File: src/rtl/oric_pkg.sv
// Shared Oric definitions: tape scheduler states and FIFO entry layout.
// Used by the tape RAM scheduler and its write FIFO.
package oric_pkg;

  localparam int TAPE_ENTRY_W = 24;

  typedef enum logic [2:0] {
    ST_IDLE  = 3'd0,
    ST_LOAD  = 3'd1,
    ST_DRAIN = 3'd2,
    ST_DONE  = 3'd3,
    ST_ABORT = 3'd4
  } sched_state_e;

  typedef struct packed {
    logic [15:0] addr;
    logic [7:0]  data;
  } tape_entry_t;

endpackage

File: src/rtl/tape_wr_fifo.sv
// Sync FIFO for tape bytes. In: clk, reset_n, flush, push, wdata, pop.
// Out: rdata (head, combinational), full, empty. Push ignored when full.
module tape_wr_fifo
  import oric_pkg::*;
#(
  parameter int DEPTH = 8,
  parameter int W     = TAPE_ENTRY_W
) (
  input  logic         clk,
  input  logic         reset_n,
  input  logic         flush,
  input  logic         push,
  input  logic [W-1:0] wdata,
  input  logic         pop,
  output logic [W-1:0] rdata,
  output logic         full,
  output logic         empty
);

  localparam int AW = $clog2(DEPTH);

  logic [AW:0]  wp_q;
  logic [AW:0]  rp_q;
  logic [W-1:0] mem_q [DEPTH];
  logic         do_push;
  logic         do_pop;

  // Extra pointer bit separates the full and empty cases.
  assign empty = (wp_q == rp_q);
  assign full  = (wp_q[AW] != rp_q[AW]) &&
                 (wp_q[AW-1:0] == rp_q[AW-1:0]);

  assign do_push = push && !full && !flush;
  assign do_pop  = pop && !empty && !flush;
  assign rdata   = mem_q[rp_q[AW-1:0]];

  always_ff @(posedge clk or negedge reset_n) begin
    if (!reset_n) begin
      wp_q <= '0;
      rp_q <= '0;
    end else if (flush) begin
      wp_q <= '0;
      rp_q <= '0;
    end else begin
      if (do_push) wp_q <= wp_q + 1'b1;
      if (do_pop)  rp_q <= rp_q + 1'b1;
    end
  end

  always_ff @(posedge clk) begin
    if (do_push) mem_q[wp_q[AW-1:0]] <= wdata;
  end

endmodule

File: src/rtl/tape_ram_sched.sv
// Tape RAM scheduler: queues parser bytes, writes them in free RAM slots
// (CPU wins), holds the CPU while loading, pulses load_done/autorun_req.
module tape_ram_sched
  import oric_pkg::*;
#(
  parameter int DEPTH = 8
) (
  input  logic        clk,
  input  logic        reset_n,
  input  logic        ioctl_download,
  input  logic        tape_wr,
  input  logic [15:0] tape_addr,
  input  logic [7:0]  tape_dout,
  input  logic        tape_complete,
  input  logic        autostart,
  input  logic        ram_slot_free,
  input  logic        cpu_ram_req,
  output logic [15:0] ram_addr,
  output logic [7:0]  ram_din,
  output logic        ram_we,
  output logic        cpu_hold,
  output logic        load_done,
  output logic        autorun_req,
  output logic        overflow,
  output logic [15:0] bytes_written
);

  sched_state_e state_q, state_d;

  logic        dl_q;
  logic        we_q;
  logic [15:0] addr_q;
  logic [7:0]  din_q;
  logic        ovf_q;
  logic [15:0] cnt_q;

  logic        dl_rise;
  logic        dl_fall;
  logic        active;
  logic        abort;
  logic        start;
  logic        push;
  logic        pop;
  logic        drop;
  logic        full;
  logic        empty;
  tape_entry_t wentry;
  tape_entry_t rentry;

  assign dl_rise = ioctl_download & ~dl_q;
  assign dl_fall = ~ioctl_download & dl_q;
  assign active  = (state_q == ST_LOAD) || (state_q == ST_DRAIN);
  assign abort   = active & dl_fall & ~tape_complete;
  assign start   = (state_q == ST_IDLE) & dl_rise;

  // Full is judged before any pop of the same cycle.
  assign push = active & ~abort & tape_wr & ~full;
  assign drop = active & tape_wr & full;
  assign pop  = active & ~abort & ~empty &
                ram_slot_free & ~cpu_ram_req;

  assign wentry = {tape_addr, tape_dout};

  tape_wr_fifo #(
    .DEPTH (DEPTH),
    .W     (TAPE_ENTRY_W)
  ) u_fifo (
    .clk     (clk),
    .reset_n (reset_n),
    .flush   (abort),
    .push    (push),
    .wdata   (wentry),
    .pop     (pop),
    .rdata   (rentry),
    .full    (full),
    .empty   (empty)
  );

  always_comb begin
    state_d = state_q;
    unique case (state_q)
      ST_IDLE: begin
        if (dl_rise) state_d = ST_LOAD;
      end
      ST_LOAD: begin
        if (abort)              state_d = ST_ABORT;
        else if (tape_complete) state_d = ST_DRAIN;
      end
      ST_DRAIN: begin
        // Wait for the last registered write to leave.
        if (abort)                       state_d = ST_ABORT;
        else if (empty && !we_q && !push) state_d = ST_DONE;
      end
      ST_DONE:  state_d = ST_IDLE;
      ST_ABORT: state_d = ST_IDLE;
      default:  state_d = ST_IDLE;
    endcase
  end

  always_ff @(posedge clk or negedge reset_n) begin
    if (!reset_n) begin
      state_q <= ST_IDLE;
      dl_q    <= 1'b0;
      we_q    <= 1'b0;
      addr_q  <= '0;
      din_q   <= '0;
      ovf_q   <= 1'b0;
      cnt_q   <= '0;
    end else begin
      state_q <= state_d;
      dl_q    <= ioctl_download;
      we_q    <= pop;
      if (pop) begin
        addr_q <= rentry.addr;
        din_q  <= rentry.data;
      end
      if (start)     ovf_q <= 1'b0;
      else if (drop) ovf_q <= 1'b1;
      if (start)     cnt_q <= '0;
      else if (pop)  cnt_q <= cnt_q + 16'd1;
    end
  end

  assign ram_we        = we_q;
  assign ram_addr      = addr_q;
  assign ram_din       = din_q;
  assign overflow      = ovf_q;
  assign bytes_written = cnt_q;
  assign cpu_hold      = (state_q == ST_LOAD) ||
                         (state_q == ST_DRAIN) ||
                         (state_q == ST_DONE);
  assign load_done     = (state_q == ST_DONE);
  assign autorun_req   = (state_q == ST_DONE) & autostart;

endmodule

File: config.mk
export PLATFORM = sky130hd
export DESIGN_NAME = tape_ram_sched
export DESIGN_NICKNAME = d
export VERILOG_FILES = /design/src/rtl/oric_pkg.sv /design/src/rtl/tape_wr_fifo.sv /design/src/rtl/tape_ram_sched.sv
export SDC_FILE = /design/constraint.sdc
export NUM_CORES = 1
export LEC_CHECK = 0
export BUFFER_PORTS_ARGS = -buffer_cell sky130_fd_sc_hd__buf_4
export CORE_UTILIZATION = 54
export CTS_CLUSTER_SIZE = 24
export DETAILED_ROUTE_END_ITERATION = 12
export PLACE_DENSITY = 0.76
export SLEW_MARGIN = 40
export SYNTH_ARGS = -nofsm -noshare
export SYNTH_HDL_FRONTEND = slang
export SYNTH_SLANG_ARGS = --single-unit
File: constraint.sdc
create_clock -name clk -period 4.2 [get_ports clk]
set_input_delay 0.84 -clock clk [delete_from_list [all_inputs] [get_ports clk]]
set_output_delay 0.84 -clock clk [all_outputs]
set_load 0.01 [all_outputs]
==> impl_metrics.toml <==
[yosys]
synth_ff_type = "edfxtp_1"
synthMostInstantiatedCell = "edfxtp_1"
yosysTopAreaCell = "edfxtp_1"
synth_common_cells = "192 x edfxtp_1, 54 x dfrtp_1, 48 x mux4_2, 44 x nand2_1, 33 x o21ai_0"
synth.area.top_cells = "edfxtp_1 60%, dfrtp_1 14%, mux4_2 11%"
ys_ff_latch = 246
synth-seq-area-share_pct = 73.8
syn_avg_cell_area_sq_um = 18.2
synthArstFlopShare_pct = 22.0
synth_warnings = 0
synth_top_area_share_pct = 59.8
syn_area_sq_um = 9650
ys_types = 38
synth_cells = 531
synth_edf_count = 192
synth_nets = 566

[layout]
fin_nets = 656
syn2layout_area_growth_pct = 18.5
fin_util_pct = 65.9
n_antenna_cell = 0
drive_gt1_share_pct = 30.6

[clock_tree]
cts_root_buf = "clkbuf_16"
cts_tree = "yes"
cts_resized = 0
h-tree-depth = 1
clk_path_buf_depth = 3
clk_pin_slew_ns = 0.06
post-cts-setup-buffers = 0
ctsHoldBuffers = 0
worstSkewPairLatency_ns = 0.51
numCtsBuffers = 25
numClockSinks = 246

[global_route]
grt_max_degree = 55
track_usage_pct = 20.9
grt_first_pass_wirelength_microns = 28800
antenna_found_initial = 0
grt-ovfl-total = 0
grt_pass1_vias = 5299

[drt]
via_per_inst = 5.82
drcViolationCount = 0
drtIter0Drc = 345
drt_wl_total_microns = 18100
dr.pass1.iters = 4
wl_per_cell_microns = 20.9
vias = 5038
ant_nets = 0

[worst_hold_path]
hp-class = "in -> async"

[timing]
drv_slew = 0
fin_crit_ns = 2.76
setup_viol = 0
setup_ws_ns = 1.44
maxSlewHeadroom_pct = 51.6
tightest_slew_ns = 0.727
fin_worst_skew_ns = 0.00597
fin_crit_sh_pct = 65.7
rsz0062_at_grt = "no"
fmax_mhz = 362
finalHoldViolations = 0
tns_ns = 0

[floorplanning]
initial_core_util_pct = 55.6
die_width_microns = 136
die_area_sq_um = 18400
fp-row-count = 48
core_sq_um = 17400
die_h_microns = 136
pin_count = 77

[setup_path]
worstSetupEndpointType = "flip-flop"
required_ns = 4.64
worst-setup-path-type = "reg -> reg"
cp.arrival_ns = 3.20
worst_setup_path_start_kind = "flip-flop"
critPathMaxFanout = 28

[placed_design]
pre_cts_ws_ns = 1.29
place_congestion = 0.802
hpwl_microns = 10600
portBuffers = 76

[power_and_ir_drop]
ir_drop_uv = 476
pwr_density_cell_nw_per_um2 = 639
p_leak_uw = 0.00410

[run]
cap_violations = 0

[status]
status = "completed"
-- critical path, stage by stage, from the launching register on --
cell      delay (ns)
dfrtp_1         0.32
buf_4           0.46
xnor2_1         0.21
nand4b_1        0.46
nand3_2         0.54
clkinv_1        0.33
nand2_1         0.16
mux2i_1         0.19
-- per-stage QoR --
step | hold slack [ns] | power [uW] | area [sq um] | cells
4_1_cts | 0.412 | 7380 | 11400 | 865
5_1_grt | 0.333 | 7640 | 11400 | 865
3_3_place_gp | 0.464 | 4920 | 10500 | 819
3_5_place_dp | 0.472 | 4980 | 10500 | 819
2_1_floorplan | 0.468 | 4420 | 9650 | 531
6_report | 0.299 | 7300 | 11400 | 865
-- cells in the final DEF, fill, tap and decap left out, types with 4 or more instances in the layout --
cell type	n
dfrtp_1	52
inv_1	5
edfxtp_1	192
clkbuf_16	25
buf_4	89
xor2_1	9
nand2_1	44
or3_1	4
nor2_1	18
xnor2_1	5
nand4_1	10
nand3_1	7
clkinv_2	5
o21ai_0	33
bufinv_16	6
mux4_2	48
a21oi_1	7
mux2i_1	29
and3_1	5
-- registers in the layout, indices dropped and copies added (netlist names) --
name and cells:
u_fifo.wp_q 4, u_fifo.mem_q 192, bytes_written 16, u_fifo.rp_q 4, ram_we 1, ram_din 8
overflow 1, ram_addr 16, state_q 3, dl_q 1
-- power by group --
part / switching [uW] / internal [uW] / leakage [uW] / total [uW]
Combinational: 943 / 829 / 0.00122 / 1770
Clock: 889 / 1500 / 0.000437 / 2390
Sequential: 191 / 2960 / 0.00244 / 3150
Total: 2020 / 5280 / 0.00410 / 7300
-- area by class of cell --
cell class              count  area, sq um
clock buffers              30          664
clock inverters            16          240
fillers                  1168         5920
inverters                   6         22.5
multi-input cells         251         2410
flip-flops and latches    246         7120
well taps                 225          282
repair buffers             91          691
-- metal layers --
layer | GRT usage (%) | routed length, microns
met1 | 27.9 | 7530
met2 | 35.3 | 9100
met3 | 3.70 | 1170
met5 | 0 | 0
met4 | 5.99 | 298
-- final timing paths --
check	depth (start not counted)	from	to	slack, ns
min in group clk	1	ioctl_download	dl_q	0.47
setup reg to reg	7	u_fifo.rp_q[2]	bytes_written[2]	1.44
max in group asynchronous	1	reset_n	u_fifo.rp_q[0]	3.47
hold reg to reg	2	ram_addr[11]	ram_addr[11]	0.48
setup / recovery	7	u_fifo.rp_q[2]	bytes_written[2]	1.44
hold / removal	1	reset_n	u_fifo.rp_q[2]	0.30
-- kinds of logic (layout without fill, tap and decap cells) --
kind of cell	Yosys count	count (layout)	synth area share [%]
AO/OA/AOI/OAI	45	45	2.46
XOR/XNOR	14	14	1.27
adder cells (fa/ha/maj)	3	3	0.389
buffers and inverters	34	143	1.74
flip-flops	246	246	73.8
multiplexers	77	77	14.2
AND/OR/NAND/NOR	112	112	6.14
Note: power is estimated with default switching activity, not from simulation.
